--- config.mk ---
export PLATFORM = sky130hd
export DESIGN_NAME = seg7_multi_scan
export DESIGN_NICKNAME = d
export VERILOG_FILES = /design/src/rtl/seg7_multi_scan.sv
export SDC_FILE = /design/constraint.sdc
export NUM_CORES = 1
export LEC_CHECK = 0
export ABC_AREA = 0
export CAP_MARGIN = 10
export CORE_MARGIN = 3
export CORE_UTILIZATION = 25
export CTS_BUF_LIST = sky130_fd_sc_hd__clkbuf_16
export CTS_CLUSTER_DIAMETER = 60
export CTS_CLUSTER_SIZE = 24
export DETAILED_ROUTE_END_ITERATION = 6
export SETUP_SLACK_MARGIN = 0.4
export SLEW_MARGIN = 25
export SYNTH_ARGS = -nofsm -noshare
export SYNTH_HDL_FRONTEND = slang
export SYNTH_SLANG_ARGS = --single-unit
--- constraint.sdc ---
create_clock -name clock -period 3.7 [get_ports clock]
set_input_delay 1.11 -clock clock [delete_from_list [all_inputs] [get_ports clock]]
set_output_delay 1.11 -clock clock [all_outputs]
set_load 0.005 [all_outputs]
--- src/rtl/seg7_multi_scan.sv ---
// ---------------------------------------------------------------------------
// seg7_multi_scan
//
// Time-multiplexed driver for a row of common-anode/cathode seven-segment
// hex digits. A prescaler divides the clock into digit slots. Each slot
// drives one anode and shows that digit's segment pattern. The first few
// cycles of every slot keep all anodes dark so that ghosting from the
// previous digit cannot appear.
//
// Display content comes only from shadow registers, which are captured
// on a one-cycle load strobe. Because of this the source can update its
// data at any time without tearing a digit that is on screen.
//
// Features: optional leading-zero blanking, a per-digit decimal point,
// a per-digit blink driven by a slot-counted phase, and selectable output
// polarity.
//
// Parameters
//   NUM_DIGITS : number of hex digits driven (2..16)
//   SCAN_DIV   : clock cycles per digit slot (>= 4)
//   DEAD_CYC   : leading cycles of each slot with all anodes off
//   BLINK_DIV  : digit slots per blink half-period (>= 1)
//   ACTIVE_LOW : 1 = anodes/segments active-low, 0 = active-high
//
// Ports
//   clock       : single clock
//   reset       : synchronous, active-high reset
//   data        : 4*NUM_DIGITS bits, nibble k drives digit k (digit 0 rightmost)
//   dp_mask     : decimal-point enable per digit
//   blink_mask  : blink enable per digit
//   blank_lz    : leading-zero blanking enable
//   load        : one-cycle strobe capturing data/dp_mask/blink_mask/blank_lz
//   an          : registered one-hot anode select
//   seg_code    : registered segment code, bit 7 = dp, bits 6..0 = g..a
//   frame_start : one-cycle pulse when the digit-0 slot begins
// ---------------------------------------------------------------------------
module seg7_multi_scan #(
    parameter int NUM_DIGITS = 8,
    parameter int SCAN_DIV   = 50000,
    parameter int DEAD_CYC   = 2,
    parameter int BLINK_DIV  = 64,
    parameter int ACTIVE_LOW = 1
) (
    input  logic                    clock,
    input  logic                    reset,
    input  logic [4*NUM_DIGITS-1:0] data,
    input  logic [NUM_DIGITS-1:0]   dp_mask,
    input  logic [NUM_DIGITS-1:0]   blink_mask,
    input  logic                    blank_lz,
    input  logic                    load,
    output logic [NUM_DIGITS-1:0]   an,
    output logic [7:0]              seg_code,
    output logic                    frame_start
);

    localparam int PW = $clog2(SCAN_DIV);
    localparam int IW = (NUM_DIGITS > 1) ? $clog2(NUM_DIGITS) : 1;
    localparam int BW = (BLINK_DIV > 1) ? $clog2(BLINK_DIV) : 1;

    localparam logic [PW-1:0] PRESC_LAST = PW'(SCAN_DIV - 1);
    localparam logic [PW-1:0] DEAD_END   = PW'(DEAD_CYC);
    localparam logic [IW-1:0] IDX_LAST   = IW'(NUM_DIGITS - 1);
    localparam logic [BW-1:0] BLINK_LAST = BW'(BLINK_DIV - 1);

    // Electrical level meaning "off" on the pins. XOR-ing an active-high
    // pattern with this level gives the pin value for either polarity.
    localparam logic OFF_LVL = (ACTIVE_LOW != 0);

    typedef enum logic {
        BLINK_SHOW = 1'b0,
        BLINK_HIDE = 1'b1
    } blink_phase_t;

    // Shadow copies of the display content
    logic [4*NUM_DIGITS-1:0] sh_data;
    logic [NUM_DIGITS-1:0]   sh_dp;
    logic [NUM_DIGITS-1:0]   sh_blink;
    logic                    sh_blank_lz;

    // Scan and blink timing state
    logic [PW-1:0]  presc;
    logic [IW-1:0]  idx;
    logic [BW-1:0]  blink_cnt;
    blink_phase_t   blink_phase;
    logic           slot_tick;
    logic           in_dead;

    // Decoded content for the digit currently indexed
    logic [3:0]            cur_nibble;
    logic                  cur_dp;
    logic                  cur_blink;
    logic                  cur_lz_blank;
    logic [NUM_DIGITS-1:0] lz_blank;
    logic [NUM_DIGITS-1:0] an_next;
    logic [7:0]            seg_next;

    // Active-high hex-to-segment map, bit order g..a
    function automatic logic [6:0] hex_to_seg(input logic [3:0] nib);
        logic [6:0] s;
        case (nib)
            4'h0:    s = 7'b0111111;
            4'h1:    s = 7'b0000110;
            4'h2:    s = 7'b1011011;
            4'h3:    s = 7'b1001111;
            4'h4:    s = 7'b1100110;
            4'h5:    s = 7'b1101101;
            4'h6:    s = 7'b1111101;
            4'h7:    s = 7'b0000111;
            4'h8:    s = 7'b1111111;
            4'h9:    s = 7'b1101111;
            4'hA:    s = 7'b1110111;
            4'hB:    s = 7'b1111100;
            4'hC:    s = 7'b0111001;
            4'hD:    s = 7'b1011110;
            4'hE:    s = 7'b1111001;
            default: s = 7'b1110001;
        endcase
        return s;
    endfunction

    assign slot_tick = (presc == PRESC_LAST);
    assign in_dead   = (presc < DEAD_END);

    // Capture the source's content on load. Display logic reads only these
    // copies. A load that coincides with a slot tick is captured on the same
    // edge that starts the new slot, so the new slot already shows fresh data.
    always_ff @(posedge clock) begin
        if (reset) begin
            sh_data     <= '0;
            sh_dp       <= '0;
            sh_blink    <= '0;
            sh_blank_lz <= 1'b0;
        end else if (load) begin
            sh_data     <= data;
            sh_dp       <= dp_mask;
            sh_blink    <= blink_mask;
            sh_blank_lz <= blank_lz;
        end
    end

    // Prescaler and digit index. The index steps once per slot and wraps
    // after the last digit. frame_start is raised for the first cycle of
    // the digit-0 slot, which is the cycle right after the wrap.
    always_ff @(posedge clock) begin
        if (reset) begin
            presc       <= '0;
            idx         <= '0;
            frame_start <= 1'b0;
        end else begin
            frame_start <= slot_tick && (idx == IDX_LAST);
            if (slot_tick) begin
                presc <= '0;
                if (idx == IDX_LAST) begin
                    idx <= '0;
                end else begin
                    idx <= idx + IW'(1);
                end
            end else begin
                presc <= presc + PW'(1);
            end
        end
    end

    // Blink phase counts slots rather than cycles. This keeps the blink rate
    // tied to the scan rate whatever SCAN_DIV is.
    always_ff @(posedge clock) begin
        if (reset) begin
            blink_cnt   <= '0;
            blink_phase <= BLINK_SHOW;
        end else if (slot_tick) begin
            if (blink_cnt == BLINK_LAST) begin
                blink_cnt   <= '0;
                blink_phase <= (blink_phase == BLINK_SHOW) ? BLINK_HIDE : BLINK_SHOW;
            end else begin
                blink_cnt <= blink_cnt + BW'(1);
            end
        end
    end

    // Leading-zero map. Walk from the most significant digit downward while
    // every nibble seen so far is zero. Digit 0 is always shown so that a
    // value of zero still displays "0".
    always_comb begin
        logic zero_run;
        zero_run = 1'b1;
        lz_blank = '0;
        for (int k = NUM_DIGITS - 1; k >= 0; k--) begin
            zero_run    = zero_run && (sh_data[4*k +: 4] == 4'h0);
            lz_blank[k] = sh_blank_lz && zero_run && (k != 0);
        end
    end

    // Pick out the shadow content for the digit being scanned
    always_comb begin
        cur_nibble   = 4'h0;
        cur_dp       = 1'b0;
        cur_blink    = 1'b0;
        cur_lz_blank = 1'b0;
        for (int k = 0; k < NUM_DIGITS; k++) begin
            if (idx == IW'(k)) begin
                cur_nibble   = sh_data[4*k +: 4];
                cur_dp       = sh_dp[k];
                cur_blink    = sh_blink[k];
                cur_lz_blank = lz_blank[k];
            end
        end
    end

    // Active-high anode and segment pattern for the current cycle. A digit
    // hidden by blink keeps its anode on, so the scan duty of the other
    // digits does not change. Only its segments and dp go dark.
    // Leading-zero blanking clears the segments but leaves the dp alone.
    always_comb begin
        logic blink_off;
        blink_off = cur_blink && (blink_phase == BLINK_HIDE);
        an_next   = '0;
        seg_next  = 8'h00;
        if (!in_dead) begin
            for (int k = 0; k < NUM_DIGITS; k++) begin
                an_next[k] = (idx == IW'(k));
            end
            seg_next[7] = cur_dp && !blink_off;
            if (!blink_off && !cur_lz_blank) begin
                seg_next[6:0] = hex_to_seg(cur_nibble);
            end
        end
    end

    // Register the pins and apply the output polarity. During reset every
    // pin sits at its inactive level.
    always_ff @(posedge clock) begin
        if (reset) begin
            an       <= {NUM_DIGITS{OFF_LVL}};
            seg_code <= {8{OFF_LVL}};
        end else begin
            an       <= an_next ^ {NUM_DIGITS{OFF_LVL}};
            seg_code <= seg_next ^ {8{OFF_LVL}};
        end
    end

endmodule

# After elaboration in Yosys (flattened, before gate mapping)
# Memory sizes are Yosys's and may differ from the RTL's.
# Cells that the tools add are included.
word_totals:
  ff_bits: 92
  romBits: 112
  inputBits: 52
  out_inout_bits: 17
  wordCells: 93
  n_memories: 1
op_classes:
  addsub: 3
  magnitude_cmp: 1
  eq_ne: 9
  muxes: 37
  bitwise_logic: 2
  reduce_logical: 29
memory_table:
  columns: ["memory", "depth", "width", "rd", "rd_ports_with_merged_regs", "write_ports", "line_no", "text"]
  rows:
  - ["(no name shown)", 16, 7, 1, 0, 0, "100", "case (nib)"]
op_table:
  columns: ["cell", "n"]
  rows:
  - ["4-bit 2-to-1 mux", 8]
  - ["4-bit zero test", 7]
  - ["1-bit 2-to-1 mux", 24]
  - ["1-bit logical AND", 17]
  - ["16-bit by 1-bit adder with 16-bit output (second input constant)", 1]
  - ["16-bit equality test (second input constant)", 1]
  - ["16-bit by 2-bit < comparator with 1-bit output (second input constant)", 1]
  - ["8-bit 2-to-1 mux", 2]
  - ["8-bit inverter", 2]
  - ["3-bit equality test (second input constant)", 4]
  - ["7-bit 2-to-1 mux", 1]
  - ["6-bit by 1-bit adder with 6-bit output (second input constant)", 1]
  - ["3-bit by 2-bit equality test with 1-bit output (second input constant)", 2]
  - ["6-bit equality test (second input constant)", 1]
  - ["6-bit 2-to-1 mux", 1]
  - ["3-bit by 1-bit adder with 3-bit output (second input constant)", 1]
  - ["3-bit by 1-bit equality test with 1-bit output (second input constant)", 1]
  - ["3-bit zero test", 1]
  - ["3-bit 2-to-1 mux", 1]
  - ["1-bit zero test", 2]
  - ["2-bit AND reduction", 1]
  - ["2-bit OR reduction", 1]

# Depth between registers and ports, before layout
# Gate-level depths: netlist of the first run.
depth:
  word_depth: 20
  mapped_depth: 14
  mapped_depth_nobuf: 12

# Worst setup path after synthesis of the first run
# Ideal clock, no wire load.
synth_path:
  path_kind: "flip-flop to flip-flop"
  startpoint: "register idx[2]"
  endpoint: "register seg_code[0]"
  setup_ns: 0.133
  t_arrival_ns: 2.619
  required_time_ns: 3.567
  path_slack_ns: 0.949
  stages_incl_launch_ff: 14
  path_buffers: 1
  synth_period_minus_slack_ns: 2.751
  path_cell_list: "dfxtp_1 > clkbuf_1 > inv_1 > ha_1 > nor2_1 > o21ai_0 > o211ai_1 > a21oi_1 > a21oi_1 > inv_1 > ha_1 > or3_1 > o31ai_1 > o21ai_1"
synth_via:
  elab_chain_cells: 15
  elab_cells_between_ends: 39
  cone_classes: "eq/ne (7); mux (25); bitwise (1); reduce/logical (5); memory (1)"
synth_lines:
  columns: ["item", "line_no", "text"]
  rows:
  - ["start, declared", "82", "logic [IW-1:0] idx;"]
  - ["start signal, assigned", "156", "idx <= idx + IW'(1);"]
  - ["branches (longest 12 deep; another with memory 16 x 7 bit)", null, null]
  - ["7-bit 2-to-1 mux *", "223", "if (!blink_off && !cur_lz_blank) begin"]
  - ["8-bit 2-to-1 mux *", "218", "if (!in_dead) begin"]
  - ["8-bit inverter (no line) *", null, null]
  - ["end signal, assigned", "234", "seg_code <= {8{OFF_LVL}};"]
  - ["end signal, assigned", "237", "seg_code <= seg_next ^ {8{OFF_LVL}};"]
  - ["end, declared", "52", "output logic [7:0] seg_code,"]
# Mark *: on every way between the ends.
# A chain may end at the register's enable or synchronous reset.

# Worst setup path after layout of the first run
layout_path:
  startpoint: "register idx[0]"
  endpoint: "register seg_code[0]"
# The elaborated chain is that of the path after synthesis.

==> key figures, run 1 <==
Global route
  • Global route overflow: 0
  • Antenna violations before repair: 0
  • Total track usage: a little under an eighth
  • Largest net degree at the start of global routing: a little over 60
  • Vias in the first global route: between 3k and 4k
  • Global-route wire length before repair: around 17 mm

Cells and area
  • Fin util: approximately a third
  • Commonest non-fill, non-tap cells in the layout: dfxtp_1, nor2_1, clkdlybuf4s50_1, mux2i_1, nand2_1
  • ANT cells: 0
  • Leading cell type in the layout, fill and taps excluded: dfxtp_1
  • Finished layout cell area: between 5000 and 6000 µm²
  • Nets: approximately 590
  • Share of cells above drive strength 1: approximately 6%
  • Area added between synthesis and finish: 27.4%

Clock network
  • Clk slew on worst S/H paths: ~0.060 ns
  • # clock sinks: between 90 and 100
  • CTS Hold Bufs: 0
  • Worst-skew pair later-pin latency: ~0.34 ns
  • H-tree Lvls: 3
  • Longest Clk Path Bufs: 2
  • CTS Buf Count: 9
  • Post-CTS setup buffers: 0
  • CTS tree: yes
  • Post-cts resize count: 0
  • CTS root buf: clkbuf_16

Worst setup path
  • WP data required: 3.91 ns
  • CP max stage cell: a21oi_1
  • Worst path cell trace: ha_1 -> ha_1 -> nor2_1 -> o21ai_0 -> o211ai_1 -> a21oi_1 -> a21oi_1 -> inv_1 -> ha_1 -> or3_1 -> o31ai_1 -> o21ai_1
  • Crit. Startpoint: idx[0]
  • Crit end category: flop
  • R2r startpoint: idx[0]
  • CP dominant cell by count: ha_1
  • Setup CP Type: reg -> reg
  • Maximum single-stage delay on the critical path: 0.38 ns
  • Worst-path fanout max: 12
  • Worst EP arrival: roughly 3.3 ns
  • Startpoint Class: flop

Placement
  • Place WS: 0.630 ns
  • DP Wirelength: slightly below 8 mm
  • Input/output buffers: between 60 and 70
  • GP Congestion: around 0.9
  • Cell Area, Placed: 5050 µm²

Yosys
  • Post-synth EDFFs: 0
  • Syn_nets: 530
  • Seq/Total Area, Yosys: between 40% and 50%
  • Post-Syn Instances: around 460
  • Number of synthesis warnings: 0
  • #FFs+latches synth: 92
  • Avg Cell Area, Syn: between 9 and 10 µm²
  • Mapped Area: between 4000 and 5000 µm²
  • Top_reg_cell synth: dfxtp_1
  • Asr flop ratio synth: 0%
  • Netlist cell types: 50

Detailed routing
  • Drt via density: 4.61
  • Vias: approximately 3.4k
  • Pre-Repair DR Iteration Count: 4
  • Wire per inst: roughly 14 µm
  • Drt total wl: between 10 and 15 mm
  • Antenna Nets Post-Route: 0
  • DRT iter0 DRCs: 170
  • DRC violations left: 0

Die
  • Core area: 16100 µm²
  • Row count: 46
  • Die height: between 100 and 150 µm
  • Initial core utilization: 25.9%
  • Chip width: 135 µm
  • I/O pins: 69
  • DIE AREA: between 15000 and 20000 µm²

STA
  • Slew HR: a little under half
  • Final TNS setup: 0 ns
  • Worst-Margin Slew: 0.809 ns
  • Setup violators final: 0
  • Peak Freq: about 330 MHz
  • Slew Viols, Final: 0
  • Tcrit/Tclk final: 82.2%
  • Clk_skew: 0.00528 ns
  • Tmin final: between 3 and 4 ns
  • Final-report hold violation count: 0
  • Final setup margin: ~0.66 ns
  • RSZ-0062 raised after global routing: no

Run status
  • Status: complete, no violations

Flow run
  • Max_cap viols: 0

Pwr
  • Seq pwr share: between 40 and 50%
  • Clock Power Share: approximately two fifths
  • Pwr dens: 402 nW/µm²
  • VDD IR max: approximately 210 µV
  • Sw Ratio: approximately 22%
  • Comb pwr share: between 10% and 20%
  • Sw Pwr: 480 µW
  • Pwr Total: 2.14 mW
  • Leakage: ~2.1 nW
  • Cell-internal power: 1.66 mW

Min path
  • Worst Hold Class: reg -> reg
  • Min-delay src: presc[0]
## routing by layer
metal / vias up / share of wire (%) / wire length, µm / track usage, %
li1: 1718 / - / - / -
met4: 0 / 2.2 / 224 / 4.20
met3: 20 / 6.8 / 707 / 4.90
met2: 79 / 48 / 4950 / 19.0
met5: - / 0 / 0 / 0
met1: 1596 / 43 / 4500 / 13.6
## layout make-up
cell class / instances / area (µm²)
fill: 1671 / 10800
multi-input combinational: 332 / 2180
sequential: 92 / 1840
timing repair buffer: 72 / 701
tap: 216 / 270
clock buffer: 9 / 225
inverter: 14 / 52.6
clock inverter: 6 / 50.0
## critical path: cells and delay by family, from the launching register on
kind                     cells  cell delay [ns]
adder cells (fa/ha/maj)      3             0.81
AO/OA/AOI/OAI                6             1.01
AND/OR/NAND/NOR              2             0.58
buffers and inverters        1             0.18
flip-flops                   1             0.34
## through the flow
| stage | hold slack (ns) | std cells |
|---|---|---|
| 3_3_place_gp | 0.427 | 726 |
| 6_report | 0.451 | 741 |
| 4_1_cts | 0.453 | 741 |
| 3_5_place_dp | 0.439 | 726 |
| 2_1_floorplan | 0.413 | 464 |
| 5_1_grt | 0.479 | 741 |
## cells in the mapped netlist, types with 2 or more instances
cell type / instances / share of area, %
dfxtp_1: 92 / 44
nor2_1: 84 / 7.5
mux2i_1: 55 / 13
nand2_1: 29 / 2.6
clkbuf_1: 20 / 1.8
a21oi_1: 18 / 2.2
nand3_1: 18 / 2.2
o21ai_0: 16 / 1.9
ha_1: 14 / 4.2
inv_1: 14 / 1.3
xor2_1: 12 / 2.5
nor4_1: 8 / 1.2
xnor2_1: 7 / 1.5
nand3b_1: 5 / 0.90
a211oi_1: 4 / 0.72
and3_1: 4 / 0.60
buf_2: 4 / 0.48
nor3_1: 4 / 0.48
a221oi_1: 3 / 0.63
a22oi_1: 3 / 0.54
a31oi_1: 3 / 0.45
a32oi_1: 3 / 0.63
nor2b_1: 3 / 0.45
o211ai_1: 3 / 0.54
o221ai_1: 3 / 0.63
or3_1: 3 / 0.45
a31o_2: 2 / 0.42
buf_1: 2 / 0.18
nand2b_1: 2 / 0.30
nand4_1: 2 / 0.30
nor3b_1: 2 / 0.36
nor4_4: 2 / 1.0
o31ai_1: 2 / 0.36
or2_1: 2 / 0.30
## state kept, by name, summed over array words and instances (netlist names)
register,flops
an,8
blink_cnt,6
blink_phase,1
frame_start,1
idx,3
presc,16
seg_code,8
sh_blank_lz,1
sh_blink,8
sh_data,32
sh_dp,8
## logic make-up (layout without fill, tap and decap cells)
logic type | after synthesis | in the layout | share of synthesized area [%]
simple gates | 177 | 177 | 20.5
fa+ha+maj | 14 | 14 | 4.19
xor+xnor | 19 | 19 | 3.98
mux | 55 | 55 | 13.2
buf+inv | 40 | 101 | 3.71
compound gates | 67 | 67 | 10.4
flops | 92 | 92 | 44.1
## power by group through the flow
stage                     Combinational [mW]  Sequential [mW]  Clock, mW
after floorplan                        0.122             1.07          0
after global placement                 0.214             1.09          0
after detailed placement               0.218             1.09          0
after CTS                              0.220             1.07      0.890
after global routing                   0.240             1.07      0.927
final                                  0.216             1.07      0.861
## path summary, 6_finish.rpt
kind	endpoint	slack, ns	cells after the start
worst max-delay path	seg_code[0]	0.66	12
worst min-delay path	presc[0]	0.45	1
worst max register to register	seg_code[0]	0.66	12
worst min register to register	presc[0]	0.45	1
No activity file was read; power rests on OpenSTA's default activity.
==> run 2: changes to the inputs <==
Clock period 3.7 ns to 2.5 ns, I/O delays scaled along.
==> run 2 against run 1 <==
Net effect: via count grew 3.2%; non-clock buffer count grew 28; first-iteration DRC count shrank 22%; sequential power grew 47%; count of clock-buffer cells in the layout is the same; register-to-register slack lost 0.43 ns; maximum frequency grew 34%; clock skew grew 0.0048 ns; critical path depth is the same.
==> key figures, run 2 (synthesized netlist as in run 1, its figures left out) <==
Run status
  • Status: complete, no violations

Detailed routing
  • Drt total wl: approximately 11 mm
  • DRT iter0 DRCs: about 130
  • Wire length on met1: between 4 and 5 mm
  • Pre-Repair DR Iteration Count: 4
  • Vias: about 3.5k
  • Antenna Nets Post-Route: 0
  • WL met3: 596 µm
  • Highest Signal Layer: met4
  • DR WL met2: 5.46 mm
  • Drt via density: approximately 4.6
  • DRC violations left: 0
  • Wire per inst: 14.5 µm

STA
  • Tcrit/Tclk final: ~91%
  • Setup violators final: 0
  • Slew Viols, Final: 0
  • Clk_skew: between 0.01 and 0.015 ns
  • Slew HR: 67.2%
  • Final setup margin: 0.225 ns
  • Final-report hold violation count: 0
  • Tmin final: roughly 2.3 ns
  • RSZ-0062 raised after global routing: yes
  • Worst-Margin Slew: approximately 0.49 ns
  • Peak Freq: between 400 and 500 MHz

Pwr
  • Pwr dens: ~560 nW/µm²
  • Cell-internal power: 2.49 mW
  • Comb pwr share: between 10 and 15%
  • Clock Power Share: between 40% and 50%
  • Leakage: 2.28 nW
  • Sw Pwr: around 740 µW
  • Seq pwr share: between 40% and 50%
  • VDD IR max: roughly 330 µV
  • Sw Ratio: a little under a quarter

Clock network
  • Worst-skew pair later-pin latency: 0.35 ns
  • CTS tree: yes
  • # clock sinks: 92
  • H-tree Lvls: 3
  • CTS root buf: clkbuf_16
  • Longest Clk Path Bufs: 2
  • Clk slew on worst S/H paths: approximately 0.06 ns
  • CTS Buf Count: 9

Min path
  • Worst Hold Class: reg -> reg
  • Hold Path Sink: presc[0]
  • Min-delay src: presc[0]
  • Hold path depth: 1

Cells and area
  • Commonest non-fill, non-tap cells in the layout: dfxtp_1, nor2_1, clkdlybuf4s50_1, mux2i_1, buf_4
  • Largest register FFs: 32
  • ANT cells: 0
  • Area added between synthesis and finish: 38.5%
  • Largest regs: sh_data: 32 flops, presc: 16 flops
  • Share of cells above drive strength 1: between 10% and 20%
  • Leading cell type in the layout, fill and taps excluded: dfxtp_1
  • Fin util: roughly 36%
  • Register name with the most flops: sh_data
  • Nets: 615

Global route
  • Largest net degree at the start of global routing: 50
  • Antenna violations before repair: 0
  • Total track usage: 12.4%
  • Global-route wire length before repair: ~18 mm
  • Vias in the first global route: between 3k and 4k
  • Global route overflow: 0

Worst setup path
  • RR Endpoint: seg_code[0]
  • Crit end category: flop
  • Startpoint Class: flop
  • Reg2reg path depth: 12
  • Internal reg-to-reg setup slack: 0.22 ns
  • Setup CP Type: reg -> reg
  • WP data required: 2.72 ns
  • R2r startpoint: idx[1]
  • Worst EP arrival: 2.49 ns
  • Worst-path fanout max: 5

Die
  • Die height: between 100 and 150 µm
  • Row count: 46
  • Chip width: ~140 µm
  • DIE AREA: approximately 18000 µm²
  • Initial core utilization: between 20% and 30%
  • I/O pins: 69
  • Core area: approximately 16000 µm²

Flow run
  • Max_cap viols: 0

Placement
  • Place WS: -0.00571 ns
  • Input/output buffers: 68
  • GP Congestion: about 0.86
  • DP Wirelength: 8.10 mm
## run 2: changes by cell type in the layout (fill, tap and decap cells not counted), sizes merged
| cell | before | now |
|---|---|---|
| clkinvlp | 0 | 1 |
| buf | 6 | 34 |
| clkinv | 2 | 4 |
| inv | 17 | 15 |
## run 2: area by class of cell
cell class,count,area [µm²]
inverters,14,61.3
flip-flops and latches,92,1850
repair buffers,100,931
well taps,216,270
clock buffers,9,225
multi-input cells,332,2390
fillers,1643,10300
clock inverters,7,60.1
## run 2: worst max-delay path by stage
stage	startpoint	to	slack, ns	cells past startpoint
6_report	idx[1]	seg_code[0]	0.22	12
5_1_grt	idx[0]	seg_code[2]	0.09	10
4_1_cts	idx[1]	seg_code[0]	0.26	12
3_5_place_dp	idx[0]	seg_code[3]	-0.006	12
3_3_place_gp	idx[0]	seg_code[5]	0.10	8
2_1_floorplan	idx[2]	seg_code[0]	0.29	13
## run 2: power groups by stage
stage | clock, mW | combinational (mW) | sequential [mW]
6_report | 1.30 | 0.360 | 1.57
5_1_grt | 1.41 | 0.395 | 1.58
4_1_cts | 1.35 | 0.348 | 1.57
3_5_place_dp | 0 | 0.336 | 1.61
3_3_place_gp | 0 | 0.330 | 1.61
2_1_floorplan | 0 | 0.183 | 1.59
## run 2: what timing repair did
item                                    in CTS  in global routing
gates cloned                                 0                  0
pin swaps                                   12                  8
endpoints found under the setup margin       8                  8
hold buffers                                 0                  0
setup buffers                               16                  1
resized for setup                           20                 19
## run 2: routing by layer
| layer | up-vias | GRT usage (%) |
|---|---|---|
| met4 | 0 | 4.26 |
| met2 | 89 | 21.3 |
| met5 | - | 0 |
| met1 | 1633 | 14.8 |
| met3 | 16 | 3.38 |
| li1 | 1784 | - |
## run 2: per-stage QoR
stage | TNS, ns | power [mW] | cells | area (µm²) | hold slack [ns]
3_3_place_gp | 0 | 1.94 | 737 | 5200 | 0.428
6_report | 0 | 3.24 | 770 | 5790 | 0.441
4_1_cts | 0 | 3.27 | 769 | 5710 | 0.443
5_1_grt | 0 | 3.38 | 770 | 5790 | 0.482
3_5_place_dp | -0.00571 | 1.94 | 737 | 5200 | 0.434
2_1_floorplan | 0 | 1.77 | 464 | 4300 | 0.413
## run 2: critical path: stages, from the launching register on
cell,delay [ns]
dfxtp_4,0.37
ha_4,0.18
ha_4,0.19
nor2_4,0.10
o21ai_1,0.07
o211ai_1,0.26
a21oi_1,0.12
a21oi_2,0.15
inv_2,0.08
ha_4,0.16
or3_4,0.32
o31ai_2,0.07
o21ai_1,0.08
==> run 3: changes to the inputs <==
Clock period 2.5 ns to 2.75 ns, I/O delays scaled along.
==> run 3 against run 2 <==
Net effect: total power fell by 13%; clock skew fell by 0.0047 ns; routed wire length rose by 1.5%; design area fell by 0.93%; critical endpoint unchanged.
==> key figures, run 3 (synthesized netlist as in run 1, its figures left out) <==
Flow run
  • Max_cap viols: 0

Global route
  • Antenna violations before repair: 1
  • Global-route wire length before repair: between 15 and 20 mm
  • Largest net degree at the start of global routing: 50
  • Global route overflow: 0
  • Total track usage: around 12%
  • Vias in the first global route: 3501

Clock network
  • CTS root buf: clkbuf_16
  • Worst-skew pair later-pin latency: 0.34 ns
  • Clk slew on worst S/H paths: 0.06 ns
  • CTS Hold Bufs: 0
  • Longest Clk Path Bufs: 2
  • CTS tree: yes
  • H-tree Lvls: 3
  • # clock sinks: between 90 and 100
  • CTS Buf Count: 9

Detailed routing
  • Antenna Nets Post-Route: 0
  • Drt via density: between 4 and 5
  • Vias: around 3.6k
  • DRC violations left: 0
  • DRT iter0 DRCs: around 180
  • Drt total wl: approximately 11 mm
  • Pre-Repair DR Iteration Count: 4
  • Wire per inst: around 15 µm

Placement
  • GP Congestion: about 0.87
  • Place WS: ~0.11 ns
  • DP Wirelength: between 8 and 9 mm
  • Input/output buffers: between 60 and 70

STA
  • Tcrit/Tclk final: a little under nine tenths
  • Final TNS setup: 0 ns
  • Setup violators final: 0
  • Worst-Margin Slew: 0.537 ns
  • Clk_skew: 0.00537 ns
  • Slew HR: around 64%
  • Final setup margin: ~0.4 ns
  • Slew Viols, Final: 0
  • Tmin final: around 2.3 ns
  • RSZ-0062 raised after global routing: yes
  • Peak Freq: around 430 MHz
  • Final-report hold violation count: 0

Die
  • Row count: 46
  • Die height: around 140 µm
  • DIE AREA: 18300 µm²
  • Chip width: 135 µm
  • Initial core utilization: between 20% and 30%
  • I/O pins: a little under 70
  • Core area: about 16000 µm²

Worst setup path
  • Worst-path fanout max: 6
  • WP data required: between 2 and 3 ns
  • Crit end category: flop
  • Startpoint Class: flop
  • Setup CP Type: reg -> reg
  • Worst EP arrival: about 2.6 ns
  • Reg2reg path depth: 13

Pwr
  • Leakage: 2.26 nW
  • Pwr dens: ~490 nW/µm²
  • VDD IR max: 338 µV

Cells and area
  • Share of cells above drive strength 1: 16.4%
  • Register name with the most flops: sh_data
  • ANT cells: 0
  • Area added between synthesis and finish: 37.2%
  • Commonest non-fill, non-tap cells in the layout: dfxtp_1, nor2_1, clkdlybuf4s50_1, mux2i_1, nand2_1
  • Largest register FFs: 32
  • Leading cell type in the layout, fill and taps excluded: dfxtp_1
  • Nets: between 600 and 700
  • Largest regs: sh_data: 32 flops, presc: 16 flops

Min path
  • Worst Hold Class: reg -> reg
  • Hold path depth: 1

Run status
  • Status: complete, no violations
## run 3: where the power goes
part	leakage (nW)	switching, mW	internal (mW)
Combinational	1.37	0.137	0.179
Sequential	0.756	0.0429	1.39
Clock	0.133	0.475	0.590
## run 3: cell type report
type	instances	area, µm²
Sequential cell	92	1850
Clock buffer	9	225
Clock inverter	6	25.0
Inverter	14	57.6
Timing Repair Buffer	101	955
Tap cell	216	270
Multi-Input combinational cell	332	2350
Fill cell	1622	10400
## run 3: critical path, cell delays in order (launching register included)
cell and delay (ns):
dfxtp_4 0.40, inv_4 0.06, ha_4 0.17, buf_6 0.13, buf_4 0.13, nor2b_1 0.13, o21ai_1 0.15, a21oi_2 0.09
a21oi_2 0.16, inv_2 0.07, ha_2 0.19, or3_4 0.39, o31ai_2 0.07, o21ai_1 0.09
## run 3: through the flow
step | hold WS, ns | instances | utilization (%) | power [mW] | instance area, µm²
after global routing | 0.484 | 770 | 35.6 | 2.94 | 5730
final | 0.443 | 770 | 35.6 | 2.81 | 5730
after global placement | 0.429 | 735 | 31.9 | 1.75 | 5140
after floorplan | 0.413 | 464 | - | 1.61 | 4230
after CTS | 0.444 | 755 | 34.3 | 2.84 | 5530
after detailed placement | 0.435 | 735 | 31.9 | 1.76 | 5140
## run 3: path summary, 6_finish.rpt
kind                                from     endpoint  slack [ns]
worst max-delay path              idx[0]  seg_code[0]        0.40
worst min-delay path            presc[0]     presc[0]        0.44
worst max register to register    idx[0]  seg_code[0]        0.40
worst min register to register  presc[0]     presc[0]        0.44
## run 3: metal layers
metal  vias up  share of wire, %  track usage, %
met3        22               6.8            4.20
met5         -             0.062               0
li1       1790                 -               -
met2       118                49            20.9
met4         2               1.8            3.08
met1      1639                42            14.4
## run 3: repair_timing
item | 4_1_cts | 5_1_grt
pin swaps | 4 | 14
resized for setup | 25 | 27
endpoints found under the setup margin | 7 | 8
buffers inserted | 5 | 15
